File: config.mk
export PLATFORM = sky130hd
export DESIGN_NAME = pipelined_rca
export DESIGN_NICKNAME = d
export VERILOG_FILES = /design/src/rtl/pipelined_rca.sv
export SDC_FILE = /design/constraint.sdc
export NUM_CORES = 1
export LEC_CHECK = 0
export ABC_AREA = 1
export BUFFER_PORTS_ARGS = -buffer_cell sky130_fd_sc_hd__clkbuf_2
export CAP_MARGIN = 20
export CORE_MARGIN = 4
export CORE_UTILIZATION = 57
export CTS_CLUSTER_DIAMETER = 120
export CTS_CLUSTER_SIZE = 20
export DETAILED_ROUTE_END_ITERATION = 8
export PLACE_DENSITY = 0.79
export SKIP_CTS_REPAIR_TIMING = 1
export SYNTH_ARGS = -nofsm -noshare
export SYNTH_HDL_FRONTEND = slang
export SYNTH_SLANG_ARGS = --single-unit
File: constraint.sdc
create_clock -name clk -period 2.28 [get_ports clk]
set_input_delay 0.57 -clock clk [delete_from_list [all_inputs] [get_ports clk]]
set_output_delay 0.57 -clock clk [all_outputs]
set_load 0.01 [all_outputs]
File: src/rtl/pipelined_rca.sv
// pipelined_rca
//   Pipelined ripple-carry adder/subtractor with valid/ready flow control.
//   Stage k adds operand slice k (SW = WIDTH/STAGES bits) together with the carry
//   from stage k-1. Operands not yet consumed travel down the pipe, which skews
//   the upper slices in. Finished sum slices shift toward the LSB end of the sum
//   register, which deskews them, so all WIDTH bits leave on the same cycle.
//
//   Optional macro PRCA_OVF_EN adds the port ovf, the signed overflow flag. It is
//   registered alongside sum.
//
// Ports
//   clk        rising-edge clock
//   rst_n      asynchronous active-low reset
//   in_valid   operands present
//   in_ready   block accepts operands (= out_ready | ~out_valid)
//   a, b       operands, WIDTH bits
//   cin        carry-in, used when sub=0
//   sub        1 = compute a - b
//   out_valid  result present
//   out_ready  consumer accepts result
//   sum        result, WIDTH bits
//   cout       carry out of MSB (not-borrow when sub=1)
//   ovf        signed overflow (PRCA_OVF_EN only)
module pipelined_rca #(
  parameter int WIDTH  = 16,
  parameter int STAGES = 4
) (
  input  logic             clk,
  input  logic             rst_n,
  input  logic             in_valid,
  output logic             in_ready,
  input  logic [WIDTH-1:0] a,
  input  logic [WIDTH-1:0] b,
  input  logic             cin,
  input  logic             sub,
  output logic             out_valid,
  input  logic             out_ready,
  output logic [WIDTH-1:0] sum,
  output logic             cout
`ifdef PRCA_OVF_EN
  ,
  output logic             ovf
`endif
);

  localparam int SW = WIDTH / STAGES;

  logic             w_en;

  // Stage registers. r_a/r_b hold the operand bits that later stages still need,
  // shifted down so the next slice is always in bits [SW-1:0]. r_s collects the
  // finished slices from the top down.
  logic [WIDTH-1:0] r_a [STAGES];
  logic [WIDTH-1:0] r_b [STAGES];
  logic [WIDTH-1:0] r_s [STAGES];
  logic             r_c [STAGES];
  logic             r_v [STAGES];

  logic [WIDTH-1:0] w_a_in  [STAGES];
  logic [WIDTH-1:0] w_b_in  [STAGES];
  logic [WIDTH-1:0] w_s_in  [STAGES];
  logic             w_c_in  [STAGES];
  logic             w_v_in  [STAGES];
  logic [SW-1:0]    w_slice [STAGES];
  logic             w_c_nxt [STAGES];

  assign w_en     = out_ready | ~r_v[STAGES-1];
  assign in_ready = w_en;

  for (genvar k = 0; k < STAGES; k++) begin : g_stage
    if (k == 0) begin : g_entry
      // Subtraction is a + ~b + 1. cin and sub are captured only at this point.
      assign w_a_in[k] = a;
      assign w_b_in[k] = sub ? ~b : b;
      assign w_c_in[k] = sub | cin;
      assign w_s_in[k] = '0;
      assign w_v_in[k] = in_valid;
    end else begin : g_chain
      assign w_a_in[k] = r_a[k-1];
      assign w_b_in[k] = r_b[k-1];
      assign w_c_in[k] = r_c[k-1];
      assign w_s_in[k] = r_s[k-1];
      assign w_v_in[k] = r_v[k-1];
    end
    assign {w_c_nxt[k], w_slice[k]} = {1'b0, w_a_in[k][SW-1:0]}
                                    + {1'b0, w_b_in[k][SW-1:0]}
                                    + (SW+1)'(w_c_in[k]);
  end

  always_ff @(posedge clk or negedge rst_n) begin
    if (!rst_n) begin
      for (int i = 0; i < STAGES; i++) begin
        r_a[i] <= '0;
        r_b[i] <= '0;
        r_s[i] <= '0;
        r_c[i] <= 1'b0;
        r_v[i] <= 1'b0;
      end
    end else if (w_en) begin
      for (int i = 0; i < STAGES; i++) begin
        r_v[i] <= w_v_in[i];
        r_a[i] <= w_a_in[i] >> SW;
        r_b[i] <= w_b_in[i] >> SW;
        // The new slice enters at the top. After the final stage, slice 0 has
        // arrived at bits [SW-1:0].
        r_s[i] <= (w_s_in[i] >> SW) | (WIDTH'(w_slice[i]) << (WIDTH - SW));
        r_c[i] <= w_c_nxt[i];
      end
    end
  end

  assign out_valid = r_v[STAGES-1];
  assign sum       = r_s[STAGES-1];
  assign cout      = r_c[STAGES-1];

`ifdef PRCA_OVF_EN
  // The carry into the MSB is recovered from the sum bit: s = a ^ b ^ c_in_msb.
  logic w_ovf_nxt;
  logic r_ovf;

  assign w_ovf_nxt = w_a_in[STAGES-1][SW-1] ^ w_b_in[STAGES-1][SW-1]
                   ^ w_slice[STAGES-1][SW-1] ^ w_c_nxt[STAGES-1];

  always_ff @(posedge clk or negedge rst_n) begin
    if (!rst_n) begin
      r_ovf <= 1'b0;
    end else if (w_en) begin
      r_ovf <= w_ovf_nxt;
    end
  end

  assign ovf = r_ovf;
`endif

endmodule

==> reports/results.md <==
- **outcome** finished clean
- **clock slew at reported path FFs** 90 ps
- **number of endpoints failing setup at the final stage** 0
- **ordered cell list for the critical path** clkbuf_2 -> or2_2 -> fa_2 -> fa_1 -> nand2_1 -> inv_1 -> o21ai_0 -> a21oi_1
- **placement row count** 31
- **worst-case vdd ir drop** 508 uV
- **master of the slowest instance on the critical path** sky130_fd_sc_hd__fa_1
- **ranking of synthesized cells by instance count** sky130_fd_sc_hd__nand2_1, sky130_fd_sc_hd__dfrtp_1, sky130_fd_sc_hd__o21ai_0
- **final period utilization** 81.5%
- **slew at the pin with the worst max-slew slack** 445 ps
- **number of vias in the routed layout** 3066
- **Synth warnings** 0
- **Tot Pwr** 6.25 mW
- **post-detailed-route count of antenna-violating nets** 0
- **total routing resource utilization after global routing** 18.9%
- **violation count after the first detailed-route iteration** 112
- **global-route wire length before repair** 13400 um
- **core region area** 7410 um2
- **Compound-Gate Fraction of Synth Area** 8.19%
- **Max-cap violations** 0
- **cell family with the largest share of critical-path delay** adder cells
- **sequential cell area** 2400 um2
- **synthesized instance count** 484
- **Synth Register Bits** 96
- **ratio of cells with drive above 1 in the final layout** 16.0%
- **diodes inserted** 0
- **antenna violations before repair** 0
- **gp weighted congestion** 0.771
- **Max Fclk** 538 MHz
- **total power density per cell area** 1290 nW/um2
- **Die Span Y** 96.2 um
- **cells taking the most area after synthesis** sky130_fd_sc_hd__dfrtp_1, sky130_fd_sc_hd__nand2_1, sky130_fd_sc_hd__o21ai_0
- **Post-DP HPWL** 5390 um
- **dominant combinational cell family by area after synthesis** simple AND/OR/NAND/NOR gates
- **routed wire length per instance** 12.5 um
- **headroom to the max-slew limit** 70.3%
- **unrepaired setup endpoints after global routing** no
- **residual DRC count** 0
- **arrival time at the worst endpoint** 2100 ps
- **clock skew** 10.1 ps
- **effective utilization at floorplan** 59.8%
- **mux share of post-synthesis cell area** 0%
- **maximum fanout count along the critical path** 3
- **hold_ws** 146 ps
- **final design area excluding fillers** 4850 um2
- **Slew Limit Fails** 0
- **area enclosed by the die boundary** 9240 um2
- **maximum number of pins on one net before global-route repair** 112
- **number of standard cells in the layout, taps in and fillers out** 624
- **longest individual stage delay on the worst path** 390 ps
- **leakage power** 2.53 nW
- **summed instance area of the synthesized netlist** 4430 um2
- **H-tree Lvls** 3
- **wirelength, routed** 7830 um
- **fraction of registers with async set/reset** 100%
- **Post-Synth Simple-Gate Area** 17.4%
- **Core Util, Final** 65.5%
- **multi-input combinational cell area** 1590 um2
- **layout overhead on the synthesized area** 9.52%
- **CTS tree** done
- **path type of the worst setup path** input port to flip-flop
- **adder and majority gate portion of the synthesized area** 7.01%
- **buffer cell driving the clock tree root** sky130_fd_sc_hd__clkbuf_8
- **worst hold-check path type** input port to asynchronous set/reset pin
- **number of nets in the layout** 578
- **number of enable flip-flop cells after synthesis** 0
- **Clock Latency Late Sink** 360 ps
- **nature of the critical path startpoint** input port
- **vias in the first global route** 3101
- **library cell occupying the most area in the post-synthesis netlist** sky130_fd_sc_hd__dfrtp_1
- **required time of the critical path** 2530 ps
- **number of buffers created by CTS** 9
- **kind of end point of the critical path** flip-flop
- **pre-CTS setup slack** 33.2 ps
- **total iterations of the first detailed-routing run** 4
- **Post-Synthesis Mean Instance Area** 9.15 um2
- **clk sinks** 96
- **largest buffer count on any clock path** 2
- **Synth Flop Type** sky130_fd_sc_hd__dfrtp_1
- **DP Cell Count** 608
- **post-layout min period** 1860 ps
- **Fin. Hold Viols** 0
- **net count after synthesis** 542
- **IO Pins** 57
- **post-synthesis xor/xnor area fraction** 3.16%
- **total negative slack for setup checks** 0 ps
- **cell with the most instances after synthesis** sky130_fd_sc_hd__nand2_1
- **count of buffers inserted at the top-level ports** 56
- **post-synthesis cell type count** 23
- **total grt overflow** 0
- **share of the synthesized area in the top cell type** 54.2%
- **number of buffer and inverter stages on the critical path** 2
- **sequential area share after synthesis** 54.2%
- **x dimension of the die** 96.2 um
- **smallest setup slack after layout** 422 ps
- **Filler Cell Count** 634
- **placed cell area** 4640 um2
- **average vias per placed instance** 4.91
[worst register-to-register path: cells and delay by family, from the launching register on]
kind,cells,cell delay [ps]
AOI/OAI and AO/OA,2,230
buffers and inverters,1,50
adders and majority gates,2,870
and+or+nand+nor,1,80
DFF,1,420
[layout make-up]
| cell class | instances | area share [%] |
|---|---|---|
| clock buffers | 11 | 3.12 |
| repair buffers | 63 | 7.43 |
| flip-flops and latches | 96 | 49.5 |
| well taps | 99 | 2.55 |
| clock inverters | 5 | 1.13 |
| inverters | 46 | 3.56 |
| multi-input cells | 304 | 32.7 |
[kinds of logic (layout without fill, tap and decap cells)]
logic type                 after synthesis  count (layout)
and+or+nand+nor                        198             198
DFF                                     96              96
buffers and inverters                   84             125
AOI/OAI and AO/OA                       70              70
adders and majority gates               20              20
xor gates and xnor gates                16              16
[registers in the layout, indices dropped and copies added, names as in the netlist]
| register | cells |
|---|---|
| cout | 1 |
| out_valid | 1 |
| r_a | 24 |
| r_b | 24 |
| r_c | 3 |
| r_s | 24 |
| r_v | 3 |
| sum | 16 |
[placed cells by master (no fill, tap or decap), types with 4 or more instances in the layout]
| cell type | instances |
|---|---|
| sky130_fd_sc_hd__nand2_1 | 170 |
| sky130_fd_sc_hd__dfrtp_1 | 96 |
| sky130_fd_sc_hd__o21ai_0 | 55 |
| sky130_fd_sc_hd__clkbuf_2 | 55 |
| sky130_fd_sc_hd__inv_1 | 45 |
| sky130_fd_sc_hd__nor2_1 | 14 |
| sky130_fd_sc_hd__xnor2_1 | 12 |
| sky130_fd_sc_hd__ha_1 | 12 |
| sky130_fd_sc_hd__nand3_1 | 11 |
| sky130_fd_sc_hd__clkbuf_8 | 11 |
| sky130_fd_sc_hd__o21ai_1 | 8 |
| sky130_fd_sc_hd__fa_1 | 7 |
| sky130_fd_sc_hd__buf_4 | 6 |
| sky130_fd_sc_hd__xor2_1 | 4 |
| sky130_fd_sc_hd__a21oi_1 | 4 |
[per-layer routing]
metal  vias to the layer above  track usage, %  wire [um]
li1                       1555               -          -
met1                      1427            24.5       3690
met2                        64            30.0       3570
met3                        20            3.28        338
met4                         0            10.5        227
met5                         -               0          0
[worst paths after layout]
kind	start	cells past startpoint	endpoint	slack, ps
max	sub	8	r_c[3]	420
min	rst_n	1	r_s[46]	150
max reg2reg	r_a[48]	6	r_c[2]	530
min reg2reg	r_b[59]	2	r_b[39]	470
max in group asynchronous	rst_n	2	r_a[51]	1470
min in group clk	a[5]	3	r_a[49]	410
[power by group]
part	internal, mW	switching, mW
registers	2.46	0.387
clock network	0.563	0.566
logic	0.882	1.40
Power figures use the tool's default switching activity.
